<file path="config.mk">
export PLATFORM = sky130hd
export DESIGN_NAME = ls7402
export DESIGN_NICKNAME = d
export VERILOG_FILES = /design/src/rtl/ls7402.sv
export SDC_FILE = /design/constraint.sdc
export NUM_CORES = 1
export LEC_CHECK = 0
export BUFFER_PORTS_ARGS = -buffer_cell sky130_fd_sc_hd__clkbuf_2
export CAP_MARGIN = 30
export CORE_AREA = 8 8 45 47
export DETAILED_ROUTE_END_ITERATION = 7
export DIE_AREA = 0 0 53 55
export PLACE_DENSITY_LB_ADDON = 0.1
export SLEW_MARGIN = 20
export SYNTH_ARGS = -nofsm -noshare
export SYNTH_HDL_FRONTEND = slang
export SYNTH_SLANG_ARGS = --single-unit
</file>
<file path="constraint.sdc">
create_clock -name clk -period 0.9 [get_ports clk]
set_clock_uncertainty 0.2 [all_clocks]
set_input_delay 0.18 -clock clk [delete_from_list [all_inputs] [get_ports clk]]
set_output_delay 0.18 -clock clk [all_outputs]
set_load 0.01 [all_outputs]
</file>
<file path="src/rtl/ls7402.sv">
`default_nettype none
// ============================================================================
// Module      : ls7402
// Description : Parameterised quad-NOR glue primitive (74x02 style) with a
//               combinational result, an enable-gated registered copy and a
//               one-cycle change strobe.
// Revision    : 1.0 - initial release
// ============================================================================
module ls7402 #(
    parameter int WIDTH = 4
) (
    input  logic             clk,
    input  logic             rst_n,
    input  logic [WIDTH-1:0] a,
    input  logic [WIDTH-1:0] b,
    input  logic             en,
    output logic [WIDTH-1:0] y,
    output logic [WIDTH-1:0] y_q,
    output logic             chg
);

    logic [WIDTH-1:0] w_nor;
    logic [WIDTH-1:0] r_y_q;
    logic             r_chg;

    // Lanes are independent gates; a 1 on either input forces the lane low.
    for (genvar i = 0; i < WIDTH; i++) begin : g_lane
        assign w_nor[i] = ~(a[i] | b[i]);
    end

    always_ff @(posedge clk) begin
        if (!rst_n) begin
            r_y_q <= '0;
            r_chg <= 1'b0;
        end else begin
            r_chg <= en && (w_nor != r_y_q);
            if (en) begin
                r_y_q <= w_nor;
            end
        end
    end

    assign y   = w_nor;
    assign y_q = r_y_q;
    assign chg = r_chg;

endmodule
`default_nettype wire

</file>
# After elaboration in Yosys (flattened, before gate mapping)

Index checks and enable logic that the tools add are counted.

Register bits after elaboration: 5
Output and inout bits: 9
Word-level logic and storage cells: 12

Eq/ne operators: 1
Bitwise operators: 8
Reduce and logical (&&, ||, !) cells: 1

Operators by type and width:

| cell              | count |
|---|---|
| != test 4 bit     | 1 |
| NOT 1 bit         | 4 |
| bitwise OR 1 bit  | 4 |
| logical AND 1 bit | 1 |

# Depth between registers and ports, before layout

Depth after elaboration: 4
Gate-level depth with buffers: 3
Depth with buffers taken out: 3

# Worst setup path before layout

OpenSTA, ideal clock, no wires.

Path type: register -> register
From: register r_y_q[3] (netlist: y_q[3])
To: register r_chg (netlist: chg)
Library setup time: 134 ps
Arrival: 622 ps
Data required time: 566 ps
Slack: -56 ps
Cell stages (with the launch flop): 3
Cell sequence: dfxtp_1 xnor2_1 a41oi_1

Word-level cells in the longest chain between the ends: 2

Ends and longest elaborated chain:

| what                     | RTL line | RTL |
|---|---|---|
| start: declaration       | 23       | `logic [WIDTH-1:0] r_y_q;` |
| start signal: assignment | 38       | `r_y_q <= w_nor;` |
| != test 4 bit            | 36       | `r_chg <= en && (w_nor != r_y_q);` |
| logical AND 1 bit        | 36       |  |
| end signal: assignment   | 36       |  |
| end: declaration         | 24       | `logic r_chg;` |

Every way passes these cells.
A chain may end at the register's enable or synchronous reset.

# Final worst setup path

From: register r_y_q[0] (netlist: y_q[0])
To: output y_q[0]

RTL lines:

| what             | RTL line | RTL |
|---|---|---|
| end: declaration | 18       | `output logic [WIDTH-1:0] y_q,` |

No word-level cell between the ends.

==> summary.md <==
| Metric | Value |
|---|---|
| Max-cap violations | `0` |
| Die Width | `between 50 and 60 um` |
| Clock latency on the worst-skew pair | `0.24 ns` |
| H-tree Lvls | `1` |
| Gr ovfl total | `0` |
| Drt wl/cell | `between 10 and 15 um` |
| Post-layout minimum cycle time | `roughly 1.1 ns` |
| Design area | `566.8 sq um` |
| Mapped Area | `242.7 sq um` |
| Failing checks | `negative setup slack` |
| Synth Area per Inst | `10.11 sq um` |
| Ys async rst share | `0%` |
| FP Rows | `14` |
| Final setup fails | `10` |
| CP required | `0.52 ns` |
| CP peak stage delay | `slightly above 0.3 ns` |
| Final Util | `40.96%` |
| CTS clock-pin slew for the worst setup and hold paths | `0.04 ns` |
| Max Slew Vio Count | `0` |
| Post-synthesis cell type count | `8` |
| RSZ-0062 raised after global routing | `yes` |
| Synth Instances | `24` |
| Vias in the first global route | `around 340` |
| Cell Chain, Critical Path | `buf_2` |
| Vias per cell | `3.943` |
| Initial DRT Pass Iterations | `1` |
| Net Sw Power | `170.7 uW` |
| Global-route wire length before repair | `between 1000 and 1500 um` |
| Int Power | `515.0 uW` |
| Logic pwr share | `27.8%` |
| CP endpoint | `y_q[0]` |
| Reg2Reg Launch Point | `y_q[3]$_SDFFE_PN0P_` |
| DRC | `0` |
| Initial antenna violation count | `0` |
| Least-Margin Pin Slew | `about 0.17 ns` |
| Synth Flop Type | `dfxtp_1` |
| Total CTS buffers | `3` |
| R2R setup slack | `-0.14 ns` |
| Rel. slew slack | `88.89%` |
| PwrDens | `roughly 1200 mW/mm^2` |
| Hold WS | `0.01778 ns` |
| Critical path class | `reg2out` |
| TritonCTS clock tree | `yes` |
| Sequential fraction of the synthesis area | `41.24%` |
| Outcome | `finished with violations` |
| Yosys warns | `0` |
| Layout cells sized above 1 | `79.63%` |
| IO Pins | `20` |
| Fin. Hold Viols | `0` |
| Clk network pwr share | `between 30% and 40%` |
| Buffers on Ports | `19` |
| Tot GR Track Use | `6.393%` |
| Post-DP HPWL | `594.5 um` |
| Sequential group share of total power | `a little over a third` |
| # hold bufs at CTS | `0` |
| DR iter-0 viols | `0` |
| Synth Net Count | `35` |
| Crit path depth | `1` |
| Total Die Area | `0.002915 sq mm` |
| Slowest-stage cell, CP | `dfxtp_2` |
| Most common cell in the synthesized netlist | `dfxtp_1` |
| CP arrival | `0.67 ns` |
| Setup ws final | `-0.1548 ns` |
| Worst setup SP type | `flip-flop` |
| P&R area growth vs syn | `133.5%` |
| CP Buf/Inv Count | `1` |
| Initial core utilization | `17.54%` |
| Synth top area share | `41.24%` |
| Hold Path Origin | `rst_n` |
| Post-Place Worst Slack | `-0.1093 ns` |
| EDFF count, synth | `0` |
| Max clock buf depth | `2` |
| DRT antenna net count | `0` |
| FF-to-FF End | `chg$_SDFF_PN0_` |
| Clock sinks | `5` |
| Tcrit/Tclk final | `117.2%` |
| VDD IR-drop max | `0.5216 mV` |
| Post-synth top cells | `dfxtp_1 (5), mux2i_1 (4), nor2_2 (4), nor2b_1 (4), xnor2_1 (4)` |
| F_max | `roughly 950 MHz` |
| Core region area | `0.001384 sq mm` |
| Setup TNS Final | `-1.005 ns` |
| Flops & latches, synth | `5` |
| Largest cells by area after synthesis | `dfxtp_1 (41%), mux2i_1 (16%), xnor2_1 (14%)` |
| GP Congestion | `0.6388` |
| Switching Share | `24.89%` |
| Worst min path class | `in2reg` |
| Root buffer cell | `clkbuf_4` |
| CP startpoint | `y_q[0]$_SDFFE_PN0P_` |
| Vias | `276` |
| Final wirelength | `776 um` |
| Largest net degree at the start of global routing | `6` |
| Reg2Reg Depth | `3` |
| Antenna Cells | `0` |
| CP max FO | `2` |
| Die Y | `55 um` |
| Setup crit end kind | `primary output` |
| Top Family by Delay on Critical Path | `flip-flops` |
| Lkg Pwr | `0.0002588 uW` |
| Placed cell area | `377.9 sq um` |
| Cell taking the most area after synthesis | `dfxtp_1` |
| Final nets | `66` |
[registers in the layout, indices dropped and copies added (netlist names)]
register and count:
chg 1, y_q 4
[logic make-up after synthesis]
| group | share of synthesized area, % |
|---|---|
| XOR/XNOR | 14.43 |
| AND/OR/NAND/NOR | 22.16 |
| flip-flops | 41.24 |
| AO/OA/AOI/OAI | 3.609 |
| buffers and inverters | 2.060 |
| multiplexers | 16.50 |
[cells in the final DEF, fill, tap and decap left out, drive strengths merged]
master / Yosys / layout
buf: 1 / 18
clkbuf: 0 / 13
dfxtp: 5 / 5
nor2: 4 / 4
mux2i: 4 / 4
nor2b: 4 / 4
xnor2: 4 / 4
nand2: 1 / 1
a41oi: 1 / 1
[metal layers]
metal | wire length, um | global-route usage, % | share of wire (%) | vias up
li1 | - | - | - | 138
met2 | 361 | 9.766 | 47 | 13
met1 | 282 | 5.471 | 36 | 125
met4 | 0 | 5.172 | 0 | 0
met3 | 132 | 5.080 | 17 | 0
met5 | 0 | 0 | 0 | -
[worst min path at each step]
stage,to,slack (ns),cells after the start
floorplan,chg$_SDFF_PN0_,0.11,2
global placement,chg$_SDFF_PN0_,0.26,3
detailed placement,chg$_SDFF_PN0_,0.27,3
CTS,chg$_SDFF_PN0_,0.006,3
global route,y_q[3]$_SDFFE_PN0P_,0.03,2
finish,chg$_SDFF_PN0_,0.02,3
[per-stage QoR]
step           power, uW  cells
6_report           685.6     70
5_1_grt            742.0     70
4_1_cts            666.4     70
3_5_place_dp       364.0     58
3_3_place_gp       362.2     58
2_1_floorplan      306.1     24
[repair_timing]
item | 4_1_cts | 5_1_grt
pin swaps | 6 | 4
buffers inserted | 8 | 0
endpoints found under the hold margin | 0 | 0
resized for setup | 3 | 23
endpoints found under the setup margin | 10 | 14
[power by group through the flow]
| stage | clock network (uW) | logic (uW) | registers, uW |
|---|---|---|---|
| floorplan | 0 | 56.1 | 250 |
| global placement | 0 | 117 | 245 |
| detailed placement | 0 | 119 | 245 |
| CTS | 272 | 156 | 238 |
| global route | 297 | 205 | 240 |
| finish | 256 | 191 | 239 |
[layout make-up]
type,instances,area [sq um]
Tap cell,16,20.02
Clock buffer,4,26.28
Sequential cell,5,105.1
Fill cell,146,817.0
Timing Repair Buffer,27,209.0
Multi-Input combinational cell,18,206.4
[tightest hold or removal path, delay by kind of cell]
family	cells	cell delay (ns)
buf+inv	1	0.11
compound gates	1	0.03
simple gates	1	0.08
(Power assumes the default switching activity.)
